<file path="config.mk">
export PLATFORM = sky130hd
export DESIGN_NAME = ps2_line_buffer
export DESIGN_NICKNAME = d
export VERILOG_FILES = /design/src/rtl/ps2_line_buffer.sv
export SDC_FILE = /design/constraint.sdc
export NUM_CORES = 1
export LEC_CHECK = 0
export ABC_CLOCK_PERIOD_IN_PS = 3120
export CORE_UTILIZATION = 43
export CTS_CLUSTER_DIAMETER = 50
export DETAILED_ROUTE_END_ITERATION = 7
export PLACE_DENSITY = 0.59
export RECOVER_POWER = 50
export SYNTH_ARGS = -nofsm -noshare
export SYNTH_HDL_FRONTEND = slang
export SYNTH_SLANG_ARGS = --single-unit
export TNS_END_PERCENT = 30
</file>
<file path="constraint.sdc">
create_clock -name clk -period 3.12 [get_ports clk]
set_input_delay 0.312 -clock clk [delete_from_list [all_inputs] [get_ports clk]]
set_output_delay 0.312 -clock clk [all_outputs]
set_load 0.03 [all_outputs]
</file>
<file path="src/rtl/ps2_line_buffer.sv">
// Line editor behind the PS/2-to-ASCII decoder: edits a line, then streams it out on enter.
// Optional echo outputs are enabled by defining LOCAL_ECHO_EN.
module ps2_line_buffer #(
  parameter int DEPTH_BITS = 5
) (
  input  logic                  clk,
  input  logic                  reset,
  input  logic                  new_code,
  input  logic [6:0]            ascii_code,
  output logic                  out_valid,
  input  logic                  out_ready,
  output logic [6:0]            out_data,
  output logic                  out_last,
  output logic [DEPTH_BITS-1:0] line_len,
  output logic                  busy,
  output logic                  drop
`ifdef LOCAL_ECHO_EN
  ,
  output logic                  echo_strobe,
  output logic [6:0]            echo_data
`endif
);

  // Handshake: a byte moves when out_valid && out_ready on a rising edge;
  // out_data/out_last hold while out_valid && !out_ready.

  localparam int DEPTH = 1 << DEPTH_BITS;
  localparam logic [DEPTH_BITS-1:0] LAST_IDX = DEPTH_BITS'(DEPTH - 1);

  typedef enum logic {EDIT, DRAIN} state_t;

  state_t                  state, state_nx;
  logic [DEPTH_BITS-1:0]   count, count_nx;
  logic [DEPTH_BITS-1:0]   rd_ptr, rd_ptr_nx;
  logic                    drop_nx;
  logic                    wr_en;
  logic [6:0]              wr_data;
  logic                    printable;
  logic [6:0]              mem [DEPTH];

`ifdef LOCAL_ECHO_EN
  logic                    echo_nx;
  logic [6:0]              echo_data_nx;
`endif

  assign printable = (ascii_code >= 7'h20) && (ascii_code <= 7'h7E);

  // The terminator lands at index count, so count doubles as the last index during DRAIN.
  always_comb begin
    state_nx  = state;
    count_nx  = count;
    rd_ptr_nx = rd_ptr;
    drop_nx   = 1'b0;
    wr_en     = 1'b0;
    wr_data   = ascii_code;
`ifdef LOCAL_ECHO_EN
    echo_nx      = 1'b0;
    echo_data_nx = ascii_code;
`endif
    case (state)
      EDIT: begin
        if (new_code) begin
          if (printable) begin
            if (count != LAST_IDX) begin
              wr_en    = 1'b1;
              count_nx = count + DEPTH_BITS'(1);
`ifdef LOCAL_ECHO_EN
              echo_nx  = 1'b1;
`endif
            end else begin
              drop_nx = 1'b1;
            end
          end else if (ascii_code == 7'h08) begin
            if (count != '0) begin
              count_nx = count - DEPTH_BITS'(1);
`ifdef LOCAL_ECHO_EN
              echo_nx      = 1'b1;
              echo_data_nx = 7'h08;
`endif
            end
          end else if (ascii_code == 7'h1B) begin
            count_nx = '0;
          end else if ((ascii_code == 7'h0D) || (ascii_code == 7'h0A)) begin
            wr_en     = 1'b1;
            wr_data   = 7'h0D;
            rd_ptr_nx = '0;
            state_nx  = DRAIN;
`ifdef LOCAL_ECHO_EN
            echo_nx      = 1'b1;
            echo_data_nx = 7'h0D;
`endif
          end
        end
      end
      DRAIN: begin
        drop_nx = new_code;
        if (out_ready) begin
          if (rd_ptr == count) begin
            state_nx  = EDIT;
            count_nx  = '0;
            rd_ptr_nx = '0;
          end else begin
            rd_ptr_nx = rd_ptr + DEPTH_BITS'(1);
          end
        end
      end
      default: state_nx = EDIT;
    endcase
  end

  always_ff @(posedge clk or negedge reset) begin
    if (!reset) begin
      state  <= EDIT;
      count  <= '0;
      rd_ptr <= '0;
      drop   <= 1'b0;
    end else begin
      state  <= state_nx;
      count  <= count_nx;
      rd_ptr <= rd_ptr_nx;
      drop   <= drop_nx;
    end
  end

  // Storage is deliberately left out of reset.
  always_ff @(posedge clk) begin
    if (wr_en) mem[count] <= wr_data;
  end

`ifdef LOCAL_ECHO_EN
  always_ff @(posedge clk or negedge reset) begin
    if (!reset) begin
      echo_strobe <= 1'b0;
      echo_data   <= '0;
    end else begin
      echo_strobe <= echo_nx;
      echo_data   <= echo_data_nx;
    end
  end
`endif

  assign out_valid = (state == DRAIN);
  assign busy      = (state == DRAIN);
  assign out_data  = mem[rd_ptr];
  assign out_last  = (state == DRAIN) && (rd_ptr == count);
  assign line_len  = count;

endmodule

</file>
; Yosys cells after proc, flatten, opt, wreduce, memory -nomap -nowiden
; Memories as Yosys holds them, arrays and structs flattened.
; Cells that the tools add are included.
[op_classes]
n_addsub = 3
order_cmp = 2
n_eq_ne = 16
muxes = 41
n_bitwise = 1
reduce_logical = 6
[op_table]
columns = cell, count
row1 = 2-to-1 mux 5 bit, 15
row2 = 2-to-1 mux 7 bit, 6
row3 = "equality test 7 x 4 -> 1 bit, second input constant", 3
row4 = case mux 5 bit (2 select lines), 2
row5 = 2-to-1 mux 1 bit, 16
row6 = "inequality test 2 bit, second input constant", 6
row7 = AND reduction 6 bit, 2
row8 = "adder 5 x 1 -> 5 bit, second input constant", 2
row9 = "inequality test 4 bit, second input constant", 2
row10 = "equality test 7 x 5 -> 1 bit, second input constant", 1
row11 = ">= comparator 7 x 6 -> 1 bit, second input constant", 1
row12 = "less-or-equal comparator 7 bit, second input constant", 1
row13 = equality test 5 bit, 1
row14 = "inequality test 5 bit, second input constant", 1
row15 = nonzero test 5 bit, 1
row16 = "subtractor 5 x 1 -> 5 bit, second input constant", 1
row17 = case mux 1 bit (2 select lines), 2
row18 = "inequality test 3 bit, second input constant", 1
row19 = logical AND 1 bit, 2
row20 = "inequality test 2 x 1 -> 1 bit, second input constant", 1
row21 = logical OR 1 bit, 1
row22 = inverter 1 bit, 1
[totals]
register_bits = 12
ram_bits = 224
wordCells = 74
mem_count = 1
[memory_table]
columns = name, depth, word_bits, rd, rd_ports_with_merged_regs, write_ports, line
row1 = mem, 32, 7, 1, 0, 1, 39  ; logic [6:0] mem [DEPTH];

; Logic depth before layout (Yosys ltp)
[logic_depth]
ltp_word = 10
ltp_mapped = 9
ltp_nobuf = 8

; Least setup slack after synthesis
; Ideal clock, no wire load.
[synth_timing]
path_type = reg-to-reg
from = reg count[1] (netlist: line_len[1])
to = mem mem[14][0] (enable)
setup_time_ns = 0.360
arrival_time_ns = 2.122
setup_slack_ns = 0.638
path_stages_with_launch = 9
n_path_buf = 0
cell_sequence = dfrtp_1 -> ha_1 -> and3_1 -> ha_1 -> inv_1 -> o211ai_1 -> a21oi_1 -> nand2_1 -> nor2_1
[synth_between]
elab_chain_cells = 7
[synth_rtl]
columns = item, line
row1 = start: declaration, 33  ; logic [DEPTH_BITS-1:0] count, count_nx;
row2 = start signal: assignment, 119  ; count <= count_nx;
row3 = inequality test 5 bit, 64  ; if (count != LAST_IDX) begin
row4 = 2-to-1 mux 1 bit, 64
row5 = 2-to-1 mux 1 bit, 63  ; if (printable) begin
row6 = 2-to-1 mux 1 bit, 62  ; if (new_code) begin
row7 = 2-to-1 mux 1 bit, 60  ; case (state)
row8 = 2-to-1 mux 1 bit, 127  ; if (wr_en) mem[count] <= wr_data;
row9 = 2-to-1 mux 1 bit (not written as such), 127
row10 = end: declaration, 39
; Several ways; a longest one is shown, not always the timed one.

; Worst setup path after layout
[layout_timing]
from = reg rd_ptr[0]
to = out out_data[2]
[layout_between]
elab_chain_cells = 1
[layout_rtl]
columns = item, line
row1 = start: declaration, 34  ; logic [DEPTH_BITS-1:0] rd_ptr, rd_ptr_nx;
row2 = start signal: assignment, 120  ; rd_ptr <= rd_ptr_nx;
row3 = memory read (32 x 7 bit), -
row4 = end: declaration, 12  ; output logic [6:0] out_data,
; Every way passes these cells.

==> results.json <==
{
  "vias": 4985,
  "ys_warn_count": 0,
  "grt_max_degree": 33,
  "wirelength_mm": 21.6,
  "numCtsBuffers": 26,
  "timing_hold_violations_final": 0,
  "dp_hpwl_mm": 14.2,
  "syn_inst": 488,
  "grt_first_pass_wirelength_mm": 32.6,
  "cts_tree": "yes",
  "final_antenna_net_count": 0,
  "num-fill-cells": 1676,
  "synth.most_common_cell": "edfxtp_1",
  "core_sq_um": 22000,
  "p_total_mw": 8.94,
  "clockPowerShare_pct": 32.3,
  "synth_edf_count": 224,
  "clock_sinks": 236,
  "fin_crit_sh_pct": 101,
  "drive_gt1_share_pct": 31.3,
  "io_pins": 27,
  "outcome": "finished with violations",
  "grt-ovfl-total": 0,
  "combPwrFrac_pct": 25.1,
  "synth_flop_cell": "edfxtp_1",
  "p_leak_nw": 3.77,
  "worstPathArrival_ns": 2.85,
  "violations": "DRC, capacitance limit, slew limit, setup timing",
  "yosys-top-cells-area": "edfxtp_1 (69%), mux4_2 (16%), dfrtp_1 (3.1%)",
  "critical_path.endpoint_type": "primary output",
  "synth_seq_area_share_pct": 72.6,
  "seqPwrFrac_pct": 42.6,
  "dieArea_sq_um": 23100,
  "startpoint_type": "flop",
  "ys_ff_latch": 236,
  "power_switching_mw": 2.58,
  "synth_top_area_cell": "edfxtp_1",
  "max-slew-margin-rel_pct": -1.09,
  "fin_cells": 875,
  "max_freq_ghz": 0.316,
  "drt_first_pass_iters": 7,
  "grt_use_total_pct": 19.2,
  "peakVddDrop_v": 0.000414,
  "nets": 591,
  "final_util_pct": 52.6,
  "crit_start": "rd_ptr[0]",
  "clkSlewWorstSetupHoldPaths_ns": 0.06,
  "clockBufferDepth": 3,
  "row_count": 54,
  "io_buffers": 26,
  "synth_cell_type_count": 47,
  "synth_area_sq_um": 9680,
  "multi_input_area_sq_um": 2500,
  "maxCapViolCount": 1,
  "final_max_slew_viol_count": 33,
  "grt_pass1_vias": 5164,
  "path_max_fanout": 11,
  "synth.top_cells.by_count": "edfxtp_1 (224), mux4_2 (70), nor2_1 (35)",
  "setup_viol": 5,
  "synth_async_sr_flop_share_pct": 5.08,
  "internal_power_mw": 6.36,
  "regArea_sq_um": 7040,
  "worst_clock_skew_ns": 0.0207,
  "switching_share_pct": 28.9,
  "worstReg2RegEnd": "mem[30][0]",
  "synth_fp_nets": 505,
  "syn_avg_cell_area_sq_um": 19.8,
  "cts_max_level": 1,
  "r2r_cells": 9,
  "viasPerCell": 5.70,
  "chipHeight_microns": 152,
  "period_needed_ns": 3.17,
  "initial_core_util_pct": 44.1,
  "root_buffer": "clkbuf_16",
  "worst_slew_pin_slew_ns": 1.52,
  "setup_ws_ns": -0.0466,
  "gp_congestion": 0.797,
  "wire_per_inst_microns": 24.7,
  "clk_latency_ns": 0.53,
  "fin_setup_tns_ns": -0.153,
  "whs_ns": 0.214,
  "rsz0062_at_grt": "true",
  "r2r_start": "line_len[1]",
  "antenna_found_initial": 1,
  "crit_type": "reg -> out",
  "drc": 16,
  "synth_top_area_share_pct": 69.5,
  "rrSetupSlack_ns": 0.41,
  "dp_cells": 819,
  "worstPathRequired_ns": 2.81,
  "fp.dieW_microns": 152,
  "drt_iter0_drc": 491,
  "syn2layout_area_growth_pct": 19.3,
  "powerDensity_nw_per_um2": 774,
  "min-delay-path-class": "in -> async"
}
## power groups by stage
stage | sequential, mW | combinational, mW | clock (mW)
6_report | 3.81 | 2.25 | 2.89
5_1_grt | 3.83 | 2.39 | 3.05
4_1_cts | 3.81 | 2.19 | 2.94
3_5_place_dp | 3.91 | 2.02 | 0
3_3_place_gp | 3.90 | 2.01 | 0
2_1_floorplan | 3.79 | 1.50 | 0
## worst max-delay path by stage
stage	slack (ns)	to	cells after the start
after global placement	0.18	out_data[0]	4
after CTS	-0.12	out_data[4]	6
after global routing	-0.11	out_data[2]	6
after detailed placement	0.16	out_data[0]	4
final	-0.05	out_data[2]	6
after floorplan	0.64	mem[14][0]	8
## critical path, cell delays in order (launching register included)
cell       delay [ns]
dfrtp_4          0.47
buf_12           0.17
clkbuf_16        0.20
mux4_2           0.52
mux4_2           0.52
mux2_4           0.29
buf_6            0.14
## sequential cells by signal, indices dropped and copies added, names as in the netlist
signal	cells
mem	224
line_len	5
rd_ptr	5
busy	1
drop	1
## metrics by stage
| stage | setup slack, ns | cell area (sq um) |
|---|---|---|
| final | -0.0466 | 11600 |
| after global routing | -0.113 | 11600 |
| after CTS | -0.122 | 11500 |
| after detailed placement | 0.164 | 10600 |
| after global placement | 0.175 | 10600 |
| after floorplan | 0.638 | 9680 |
## cell type report
cell class	instances	share of cell area [%]
Antenna cell	1	0.0217
Clock buffer	28	5.70
Clock inverter	20	1.36
Inverter	7	0.227
Multi-Input combinational cell	215	21.6
Sequential cell	236	60.9
Tap cell	280	3.03
Timing Repair Buffer	88	7.11
## metal layers
metal / GRT usage, % / wire length, microns / vias up
met5: 0 / 0 / -
met1: 27.3 / 9420 / 2633
met2: 30.8 / 10600 / 148
met4: 5.30 / 382 / 0
li1: - / - / 2181
met3: 3.22 / 1250 / 23
## placed cells by master (no fill, tap or decap), types with 7 or more instances in the layout
| master | synthesis | routed |
|---|---|---|
| nand2_1 | 13 | 13 |
| clkbuf_16 | 0 | 29 |
| mux4_2 | 70 | 70 |
| buf_4 | 7 | 43 |
| clkdlybuf4s50_1 | 0 | 10 |
| nand3_1 | 7 | 7 |
| nor2_1 | 35 | 35 |
| o21ai_0 | 7 | 7 |
| buf_6 | 0 | 8 |
| inv_1 | 7 | 7 |
| edfxtp_1 | 224 | 224 |
| a21oi_1 | 9 | 9 |
| clkbuf_1 | 14 | 9 |
| dlygate4sd3_1 | 0 | 9 |
| dfrtp_1 | 12 | 9 |
## cell families (layout without fill, tap and decap cells)
kind of cell    after synthesis  after routing  synth area share, %
flops                       236            236                 72.6
simple gates                 89             89                 4.54
other cells                   0              1                    0
mux                          80             80                 17.4
compound gates               35             35                 2.46
xor+xnor                      5              5                0.452
fa+ha+maj                     6              6                0.775
buf+inv                      37            143                 1.78
## what timing repair did
item,in CTS,in global routing
gates resized for setup,19,9
hold buffers,0,0
gates cloned,0,3
setup endpoints to repair,8,8
pin swaps,0,0
buffers inserted,3,1
Power figures use the tool's default switching activity.
